$ cat src/rtl/issue_queue_pkg.sv
// rtl/issue_queue_pkg.sv - micro-op types, opcode/ALU encodings and issue entry for issue_queue
package issue_queue_pkg;

  localparam int UOP_XLEN = 32;

  localparam logic [6:0] OPCODE_LOAD   = 7'h03;
  localparam logic [6:0] OPCODE_OP_IMM = 7'h13;
  localparam logic [6:0] OPCODE_AUIPC  = 7'h17;
  localparam logic [6:0] OPCODE_STORE  = 7'h23;
  localparam logic [6:0] OPCODE_OP     = 7'h33;
  localparam logic [6:0] OPCODE_LUI    = 7'h37;
  localparam logic [6:0] OPCODE_BRANCH = 7'h63;
  localparam logic [6:0] OPCODE_JALR   = 7'h67;
  localparam logic [6:0] OPCODE_JAL    = 7'h6f;

  localparam logic [3:0] ALU_ADD  = 4'h0;
  localparam logic [3:0] ALU_SUB  = 4'h1;
  localparam logic [3:0] ALU_SLL  = 4'h2;
  localparam logic [3:0] ALU_SLT  = 4'h3;
  localparam logic [3:0] ALU_SLTU = 4'h4;
  localparam logic [3:0] ALU_XOR  = 4'h5;
  localparam logic [3:0] ALU_SRL  = 4'h6;
  localparam logic [3:0] ALU_SRA  = 4'h7;
  localparam logic [3:0] ALU_OR   = 4'h8;
  localparam logic [3:0] ALU_AND  = 4'h9;
  // Branch conditions reuse the alu_op field of BRANCH micro-ops
  localparam logic [3:0] ALU_BEQ  = 4'ha;
  localparam logic [3:0] ALU_BNE  = 4'hb;
  localparam logic [3:0] ALU_BLT  = 4'hc;
  localparam logic [3:0] ALU_BGE  = 4'hd;
  localparam logic [3:0] ALU_BLTU = 4'he;
  localparam logic [3:0] ALU_BGEU = 4'hf;

  typedef struct packed {
    logic [6:0]  opcode;
    logic [4:0]  rd;
    logic [4:0]  rs1;
    logic [4:0]  rs2;
    logic [3:0]  alu_op;
    logic [31:0] imm;
    logic        uses_rs1;
    logic        uses_rs2;
    logic        is_immediate;
  } uop_t;

  // pc is sized for the RV32 micro-op; the queue is instantiated with XLEN = UOP_XLEN
  typedef struct packed {
    uop_t                uop;
    logic [UOP_XLEN-1:0] pc;
  } issue_entry_t;

  function automatic logic branch_cond(input logic [3:0] alu_op, input logic eq,
                                       input logic lt_s, input logic lt_u);
    case (alu_op)
      ALU_BEQ:  return eq;
      ALU_BNE:  return !eq;
      ALU_BLT:  return lt_s;
      ALU_BGE:  return !lt_s;
      ALU_BLTU: return lt_u;
      ALU_BGEU: return !lt_u;
      default:  return 1'b0;
    endcase
  endfunction

endpackage

$ cat src/rtl/issue_queue_if.sv
// rtl/issue_queue_if.sv - decode and issue handshake bundle for issue_queue
interface issue_queue_if #(parameter int XLEN = issue_queue_pkg::UOP_XLEN) ();
  import issue_queue_pkg::*;

  logic            i_dec_valid;
  logic            o_dec_ready;
  uop_t            i_uop;
  logic [XLEN-1:0] i_dec_pc;
  logic            o_alu_valid;
  logic            i_alu_ready;
  logic            o_lsu_valid;
  logic            i_lsu_ready;
  uop_t            o_uop;
  logic [XLEN-1:0] o_pc;
  logic [XLEN-1:0] o_op1;
  logic [XLEN-1:0] o_op2;

  modport slave (
    input  i_dec_valid, i_uop, i_dec_pc, i_alu_ready, i_lsu_ready,
    output o_dec_ready, o_alu_valid, o_lsu_valid, o_uop, o_pc, o_op1, o_op2
  );

  modport master (
    output i_dec_valid, i_uop, i_dec_pc, i_alu_ready, i_lsu_ready,
    input  o_dec_ready, o_alu_valid, o_lsu_valid, o_uop, o_pc, o_op1, o_op2
  );

endinterface

$ cat src/rtl/issue_queue_arf.sv
// rtl/issue_queue_arf.sv - 2-read 1-write architectural register file, x0 hard-wired to zero
module issue_queue_arf #(
  parameter int XLEN = 32
) (
  input  logic            clk,
  input  logic            rst_n,
  input  logic            we_i,
  input  logic [4:0]      waddr_i,
  input  logic [XLEN-1:0] wdata_i,
  input  logic [4:0]      raddr1_i,
  input  logic [4:0]      raddr2_i,
  output logic [XLEN-1:0] rdata1_o,
  output logic [XLEN-1:0] rdata2_o
);

  logic [XLEN-1:0] regs_q [32];

  // Register write; x0 is never written
  always_ff @(posedge clk or negedge rst_n) begin
    if (!rst_n) begin
      for (int i = 0; i < 32; i++) regs_q[i] <= '0;
    end else if (we_i && waddr_i != 5'd0) begin
      regs_q[waddr_i] <= wdata_i;
    end
  end

  assign rdata1_o = (raddr1_i == 5'd0) ? '0 : regs_q[raddr1_i];
  assign rdata2_o = (raddr2_i == 5'd0) ? '0 : regs_q[raddr2_i];

endmodule

$ cat src/rtl/issue_queue.sv
// rtl/issue_queue.sv - DEPTH-entry in-order issue buffer; ISSUE_SCOREBOARD_EN adds the load-use scoreboard
module issue_queue
  import issue_queue_pkg::*;
#(
  parameter int DEPTH   = 4,
  parameter int NUM_FWD = 2,
  parameter int XLEN    = UOP_XLEN
) (
  input  logic                          clk,
  input  logic                          rst_n,
  issue_queue_if.slave                  bus,
  input  logic                          i_flush,
  input  logic                          i_wb_en,
  input  logic [4:0]                    i_wb_rd,
  input  logic [XLEN-1:0]               i_wb_data,
  input  logic [NUM_FWD-1:0]            i_fwd_valid,
  input  logic [NUM_FWD-1:0][4:0]       i_fwd_rd,
  input  logic [NUM_FWD-1:0][XLEN-1:0]  i_fwd_data,
  output logic                          o_branch_taken,
  output logic [XLEN-1:0]               o_branch_target,
  output logic [$clog2(DEPTH):0]        o_occupancy
);

  localparam int PTR_W = $clog2(DEPTH);
  localparam int CNT_W = PTR_W + 1;

  logic [PTR_W-1:0] head_q, head_d, tail_q, tail_d;
  logic [CNT_W-1:0] count_q, count_d;
  issue_entry_t     mem_q [DEPTH];
  issue_entry_t     head;

  logic            head_valid, full, push, pop, hazard, issue_fire;
  logic            is_alu, is_lsu, unit_ready, cond, taken;
  logic [4:0]      src_rs  [2];
  logic [XLEN-1:0] src_arf [2];
  logic [XLEN-1:0] src_val [2];
  logic [XLEN-1:0] imm_x, target;

  assign head        = mem_q[head_q];
  assign head_valid  = (count_q != '0);
  assign full        = (count_q == CNT_W'(DEPTH));
  assign src_rs[0]   = head.uop.rs1;
  assign src_rs[1]   = head.uop.rs2;
  assign imm_x       = XLEN'($signed(head.uop.imm));
  assign o_occupancy = count_q;
  assign bus.o_dec_ready = !full;

  issue_queue_arf #(.XLEN(XLEN)) u_arf (
    .clk      (clk),
    .rst_n    (rst_n),
    .we_i     (i_wb_en),
    .waddr_i  (i_wb_rd),
    .wdata_i  (i_wb_data),
    .raddr1_i (src_rs[0]),
    .raddr2_i (src_rs[1]),
    .rdata1_o (src_arf[0]),
    .rdata2_o (src_arf[1])
  );

  // Head operands: ARF, overridden by same-cycle write-back, then by forward ports (port 0 applied last so it wins)
  always_comb begin
    for (int s = 0; s < 2; s++) begin
      src_val[s] = src_arf[s];
      if (i_wb_en && i_wb_rd == src_rs[s]) src_val[s] = i_wb_data;
      for (int p = NUM_FWD - 1; p >= 0; p--) begin
        if (i_fwd_valid[p] && i_fwd_rd[p] == src_rs[s]) src_val[s] = i_fwd_data[p];
      end
      if (src_rs[s] == 5'd0) src_val[s] = '0;
    end
  end

  // Route the head, decide issue, resolve branches and drive the shared payload
  always_comb begin
    is_alu = 1'b0;
    is_lsu = 1'b0;
    case (head.uop.opcode)
      OPCODE_OP, OPCODE_OP_IMM, OPCODE_LUI, OPCODE_AUIPC,
      OPCODE_BRANCH, OPCODE_JAL, OPCODE_JALR: is_alu = 1'b1;
      OPCODE_LOAD, OPCODE_STORE:              is_lsu = 1'b1;
      default: ;
    endcase
    // Unrouted opcodes need no unit, so they drain without raising a valid
    unit_ready = is_alu ? bus.i_alu_ready : (is_lsu ? bus.i_lsu_ready : 1'b1);
    issue_fire = head_valid && unit_ready && !hazard && !i_flush;
    bus.o_alu_valid = head_valid && is_alu && !hazard && !i_flush;
    bus.o_lsu_valid = head_valid && is_lsu && !hazard && !i_flush;

    cond  = branch_cond(head.uop.alu_op, src_val[0] == src_val[1],
                        $signed(src_val[0]) < $signed(src_val[1]), src_val[0] < src_val[1]);
    taken = issue_fire && ((head.uop.opcode == OPCODE_BRANCH && cond) ||
                           head.uop.opcode == OPCODE_JAL || head.uop.opcode == OPCODE_JALR);
    target = (head.uop.opcode == OPCODE_JALR) ? ((src_val[0] + imm_x) & ~XLEN'(1))
                                              : (head.pc + imm_x);
    o_branch_taken  = taken;
    o_branch_target = taken ? target : '0;

    bus.o_uop = head_valid ? head.uop : '0;
    bus.o_pc  = head_valid ? head.pc  : '0;
    bus.o_op1 = '0;
    if (head_valid) begin
      if (head.uop.uses_rs1)                   bus.o_op1 = src_val[0];
      else if (head.uop.opcode == OPCODE_AUIPC) bus.o_op1 = head.pc;
    end
    bus.o_op2 = '0;
    if (head_valid) begin
      if (head.uop.opcode == OPCODE_JAL || head.uop.opcode == OPCODE_JALR) bus.o_op2 = XLEN'(4);
      else if (head.uop.is_immediate) bus.o_op2 = imm_x;
      else if (head.uop.uses_rs2)     bus.o_op2 = src_val[1];
    end
  end

  // Pointer/count next state; flush and taken redirects empty the buffer and drop the push
  always_comb begin
    push    = bus.i_dec_valid && !full && !i_flush && !taken;
    pop     = issue_fire;
    head_d  = head_q;
    tail_d  = tail_q;
    count_d = count_q;
    if (i_flush || taken) begin
      head_d  = '0;
      tail_d  = '0;
      count_d = '0;
    end else begin
      if (pop)  head_d = head_q + 1'b1;
      if (push) tail_d = tail_q + 1'b1;
      count_d = count_q + CNT_W'(push) - CNT_W'(pop);
    end
  end

  // Queue pointer and count registers
  always_ff @(posedge clk or negedge rst_n) begin
    if (!rst_n) begin
      head_q  <= '0;
      tail_q  <= '0;
      count_q <= '0;
    end else begin
      head_q  <= head_d;
      tail_q  <= tail_d;
      count_q <= count_d;
    end
  end

  // Entry storage; contents are only observed through count, so no reset is needed
  always_ff @(posedge clk) begin
    if (push) mem_q[tail_q] <= '{uop: bus.i_uop, pc: bus.i_dec_pc};
  end

`ifdef ISSUE_SCOREBOARD_EN
  logic [31:0] pend_q, pend_d;
  logic [1:0]  src_hit;

  // A pending source is cleared for issue when any valid forward port carries it
  always_comb begin
    src_hit = '0;
    for (int s = 0; s < 2; s++) begin
      for (int p = 0; p < NUM_FWD; p++) begin
        if (i_fwd_valid[p] && i_fwd_rd[p] == src_rs[s]) src_hit[s] = 1'b1;
      end
    end
  end

  assign hazard = head_valid &&
                  ((head.uop.uses_rs1 && pend_q[src_rs[0]] && !src_hit[0]) ||
                   (head.uop.uses_rs2 && pend_q[src_rs[1]] && !src_hit[1]));

  // Pending mask: write-back clears, load issue sets, set wins on a collision
  always_comb begin
    pend_d = pend_q;
    if (i_wb_en) pend_d[i_wb_rd] = 1'b0;
    if (issue_fire && head.uop.opcode == OPCODE_LOAD && head.uop.rd != 5'd0)
      pend_d[head.uop.rd] = 1'b1;
  end

  // Pending mask register
  always_ff @(posedge clk or negedge rst_n) begin
    if (!rst_n) pend_q <= '0;
    else        pend_q <= pend_d;
  end
`else
  assign hazard = 1'b0;
`endif

endmodule

$ cat src/flat_wrapper.sv
// flat-port wrapper written by rule: the top's interface ports become plain ports
module issue_queue_flat import issue_queue_pkg::*;
#(
  parameter int DEPTH   = 4,
  parameter int NUM_FWD = 2,
  parameter int XLEN    = UOP_XLEN
)
  (clk, rst_n, i_flush, i_wb_en, i_wb_rd, i_wb_data, i_fwd_valid, i_fwd_rd, i_fwd_data, o_branch_taken, o_branch_target, o_occupancy, bus_i_dec_valid, bus_i_uop, bus_i_dec_pc, bus_i_alu_ready, bus_i_lsu_ready, bus_o_dec_ready, bus_o_alu_valid, bus_o_lsu_valid, bus_o_uop, bus_o_pc, bus_o_op1, bus_o_op2);
  issue_queue_if #(.XLEN(XLEN)) bus_i ();
  input  logic clk;
  input  logic rst_n;
  input  logic i_flush;
  input  logic i_wb_en;
  input  logic [4:0] i_wb_rd;
  input  logic [XLEN-1:0] i_wb_data;
  input  logic [NUM_FWD-1:0] i_fwd_valid;
  input  logic [NUM_FWD-1:0][4:0] i_fwd_rd;
  input  logic [NUM_FWD-1:0][XLEN-1:0] i_fwd_data;
  output logic o_branch_taken;
  output logic [XLEN-1:0] o_branch_target;
  output logic [$clog2(DEPTH):0] o_occupancy;
  input wire logic [$bits(bus_i.i_dec_valid)-1:0] bus_i_dec_valid;
  input wire logic [$bits(bus_i.i_uop)-1:0] bus_i_uop;
  input wire logic [$bits(bus_i.i_dec_pc)-1:0] bus_i_dec_pc;
  input wire logic [$bits(bus_i.i_alu_ready)-1:0] bus_i_alu_ready;
  input wire logic [$bits(bus_i.i_lsu_ready)-1:0] bus_i_lsu_ready;
  output wire logic [$bits(bus_i.o_dec_ready)-1:0] bus_o_dec_ready;
  output wire logic [$bits(bus_i.o_alu_valid)-1:0] bus_o_alu_valid;
  output wire logic [$bits(bus_i.o_lsu_valid)-1:0] bus_o_lsu_valid;
  output wire logic [$bits(bus_i.o_uop)-1:0] bus_o_uop;
  output wire logic [$bits(bus_i.o_pc)-1:0] bus_o_pc;
  output wire logic [$bits(bus_i.o_op1)-1:0] bus_o_op1;
  output wire logic [$bits(bus_i.o_op2)-1:0] bus_o_op2;
  assign bus_i.i_dec_valid = bus_i_dec_valid;
  assign bus_i.i_uop = bus_i_uop;
  assign bus_i.i_dec_pc = bus_i_dec_pc;
  assign bus_i.i_alu_ready = bus_i_alu_ready;
  assign bus_i.i_lsu_ready = bus_i_lsu_ready;
  assign bus_o_dec_ready = bus_i.o_dec_ready;
  assign bus_o_alu_valid = bus_i.o_alu_valid;
  assign bus_o_lsu_valid = bus_i.o_lsu_valid;
  assign bus_o_uop = bus_i.o_uop;
  assign bus_o_pc = bus_i.o_pc;
  assign bus_o_op1 = bus_i.o_op1;
  assign bus_o_op2 = bus_i.o_op2;
  issue_queue #(.DEPTH(DEPTH), .NUM_FWD(NUM_FWD), .XLEN(XLEN)) u_core (.clk(clk), .rst_n(rst_n), .bus(bus_i), .i_flush(i_flush), .i_wb_en(i_wb_en), .i_wb_rd(i_wb_rd), .i_wb_data(i_wb_data), .i_fwd_valid(i_fwd_valid), .i_fwd_rd(i_fwd_rd), .i_fwd_data(i_fwd_data), .o_branch_taken(o_branch_taken), .o_branch_target(o_branch_target), .o_occupancy(o_occupancy));
endmodule
$ cat config.mk
export PLATFORM = sky130hd
export DESIGN_NAME = issue_queue_flat
export DESIGN_NICKNAME = d
export VERILOG_FILES = /design/src/rtl/issue_queue_pkg.sv /design/src/rtl/issue_queue_if.sv /design/src/rtl/issue_queue_arf.sv /design/src/rtl/issue_queue.sv /design/src/flat_wrapper.sv
export SDC_FILE = /design/constraint.sdc
export NUM_CORES = 2
export LEC_CHECK = 0
export ABC_AREA = 1
export CORE_ASPECT_RATIO = 1.2
export CORE_MARGIN = 5
export CORE_UTILIZATION = 35
export CTS_CLUSTER_SIZE = 25
export DETAILED_ROUTE_END_ITERATION = 10
export SYNTH_ARGS = -nofsm -noshare
export SYNTH_HDL_FRONTEND = slang
export SYNTH_SLANG_ARGS = --single-unit
export TNS_END_PERCENT = 5
$ cat constraint.sdc
create_clock -name clk -period 24.1 [get_ports clk]
set_input_delay 2.41 -clock clk [delete_from_list [all_inputs] [get_ports clk]]
set_output_delay 2.41 -clock clk [all_outputs]
set_load 0.02 [all_outputs]
==> impl_metrics.toml <==
[timing]
finalHoldViolCount = 0
tns_ns = 0
fmax_mhz = 72.9
clock-skew-final_ns = 0.0398
setup_viol = 0
grt_setup_unrepaired = "no"
tightest_slew_ns = 1.30
fin_crit_ns = 13.71
relSlewSlack_pct = 13.0
post-route-period-util_pct = 56.9
slew_viol_final = 0

[synth]
synthXorXnorAreaFrac_pct = 0.410
synth_edf_count = 372
synthTopCellsByArea = "dfrtp_1 33%, edfxtp_1 14%, nand2_1 14%"
synth_area_sq_um = 79000
synth.distinct_cells = 64
synth_flop_cell = "dfrtp_1"
synth_compound_area_share_pct = 19.0
synthSimpleGateAreaFrac_pct = 24.4
syn_nets = 10500
synth-seq-area-share_pct = 46.8
yosys_warnings = 0
syn_inst = 10200
netlist.area_leader.share_pct = 32.7
synth_top_family_by_area = "simple AND/OR/NAND/NOR gates"
synthAdderAreaFrac_pct = 1.64
ys_async_sr_fraction_pct = 73.5
synth_area_per_cell_sq_um = 7.72
muxShareOfSynthArea_pct = 0
synth-seq-cells = 1403
netlist.top_cell.by_area = "dfrtp_1"

[worst_setup_path]
arrival_ns = 11.30
cp_slowest_cell = "buf_4"
r2r_cells = 34
reg2reg_to = "u_core.mem_q[1][56]"
critPathLaunchType = "flop"
critPathKind = "flop to output pin"
cp_common_cell = "nand2_1"
crit_family = "buffers and inverters"
required_ns = 21.69
cp-startpoint = "u_core.head_q[0]"
cp_max_fo = 226
max_stage_delay_ns = 0.89
rr_startpoint = "u_core.head_q[0]"
r2r_slack_ns = 12.26
path_buf_inv = 6
critPathCaptureType = "output pin"

[hold_path]
whs_endpoint = "u_core.u_arf.regs_q[1023]"
hold_start = "u_core.u_arf.regs_q[1023]"
hold_depth = 0
holdCritPathClass = "flop to flop"

[floorplanning]
die_x_um = 444
placementRows = 191
die_area_sq_um = 235000
pin_count = 409
die_h_um = 530
coreArea_sq_um = 225000
start_util_pct = 35.1

[routing]
drt-pass1-iter-count = 7
dr_total_vias = 77600
drt_wl_total_um = 354000
drt_iter0_markers = 10100
vias_per_cell = 5.88
routedWlPerCell_um = 26.8
antenna_left = 0
drc = 0

[status]
status = "finished clean"

[global_route]
grtUsageTotal_pct = 28.8
grt_pass1_wl_um = 506000
grt_max_degree = 227
first_global_vias = 72800
antenna_found_initial = 60
grt.overflow.total = 0

[placement]
numPortBuffers = 408
finalWeightedCongestion = 0.987
numPlacedInstances = 12900
dp.final_hpwl_um = 222000

[clock_network]
cts_hold_buf = 0
cts_buffer_depth = 3
clk_latency_ns = 0.84
cts.sinks = 1403
ctsResizeCount = 0
postCtsSetupBuffers = 0
cts_buffers = 148
clk_root_buffer_cell = "clkbuf_16"
htree_levels = 4
clkTransAtPathRegs_ns = 0.06
tritoncts = "done"

[layout]
stdcell_count = 13200
syn2layout_area_growth_pct = 13.5
nets = 10400
drive_above_1_share_pct = 5.24

[job]
cap_violations = 0
-- area by class of cell --
cell class                 count  area, sq um
multi-input combinational   7397        36200
timing repair buffer         575         5420
fill                       22800       135000
antenna                       36         90.1
inverter                     541         2090
clock buffer                 207         4300
clock inverter                60          820
sequential                  1403        37000
tap                         2991         3740
-- synthesized netlist by cell type (all sizes together), types with 5 or more instances --
| cell | instances |
|---|---|
| nand2 | 2933 |
| o21ai | 1507 |
| nand3 | 1049 |
| dfrtp | 1031 |
| inv | 537 |
| clkbuf | 530 |
| nor2 | 525 |
| a21oi | 465 |
| o211ai | 376 |
| edfxtp | 372 |
| buf | 358 |
| ha | 99 |
| nand4 | 89 |
| a32oi | 73 |
| a32o | 52 |
| o311ai | 35 |
| nor3 | 32 |
| xor2 | 21 |
| or2 | 19 |
| a211oi | 16 |
| xnor2 | 16 |
| a31oi | 12 |
| o21a | 12 |
| o22ai | 8 |
| nor4 | 7 |
| a221oi | 6 |
| a21o | 5 |
| a221o | 5 |
| o221ai | 5 |
-- stage by stage --
| stage | hold WS, ns | worst slack, ns | utilization, % | area [sq um] |
|---|---|---|---|---|
| 6_report | 0.402 | 10.39 | 39.8 | 89700 |
| 5_1_grt | 0.404 | 9.86 | 39.8 | 89600 |
| 4_1_cts | 0.401 | 10.62 | 39.8 | 89600 |
| 3_5_place_dp | 0.388 | 11.22 | 37.5 | 84500 |
| 3_3_place_gp | 0.387 | 11.20 | 37.5 | 84500 |
| 2_1_floorplan | 0.451 | 13.96 | - | 79000 |
-- sequential cells by signal (all words and copies together) (netlist names) --
signal	cells
u_core.head_q	2
u_core.tail_q	2
u_core.o_occupancy	3
u_core.mem_q	372
u_core.u_arf.regs_q	1024
-- worst max path at each step --
stage,end,slack (ns),cells after the start
after global routing,o_branch_target[7],9.86,32
after detailed placement,o_branch_target[18],11.22,27
after CTS,o_branch_target[18],10.62,32
after global placement,o_branch_target[7],11.20,27
final,o_branch_target[18],10.39,32
after floorplan,u_core.mem_q[0][0],13.96,27
-- cells by family after synthesis --
family / after synthesis
xor+xnor: 37
compound gates: 2598
buf+inv: 1429
fa+ha+maj: 102
flops: 1403
simple gates: 4660
-- worst register-to-register path, delay by kind of cell (launching register included) --
kind                     cells  cell delay [ns]
AND/OR/NAND/NOR             20             4.67
flip-flops                   1             0.64
adder cells (fa/ha/maj)      1             0.21
buffers and inverters        7             4.14
AO/OA/AOI/OAI                6             1.63
-- per-layer routing --
layer,routed length (um),GRT usage (%),vias up
li1,-,-,34400
met1,129000,34.8,37300
met2,158000,44.8,4733
met3,36800,7.04,1109
met4,29900,21.2,36
met5,233,0,-
-- cell usage in the layout (no fill, tap or decap), types with 15 or more instances in the layout --
master	instances
nand2_1	2893
o21ai_0	1423
nand3_1	1041
dfrtp_1	1030
inv_1	520
nor2_1	508
a21oi_1	464
clkdlybuf4s50_1	407
edfxtp_1	372
o211ai_1	351
buf_4	161
clkbuf_16	151
ha_1	99
nand4_1	89
o21ai_1	82
a32oi_1	73
a32o_1	52
diode_2	36
clkbuf_8	31
clkinv_2	27
nor3_1	26
o211ai_2	25
clkbuf_1	24
o311ai_1	22
xor2_1	21
nand2_4	21
xnor2_1	16
a211oi_1	16
nand2_2	15
Power is left out: the tool's default activity adds up to more than one toggle a clock period on the data nets, which glitch-free logic cannot reach.
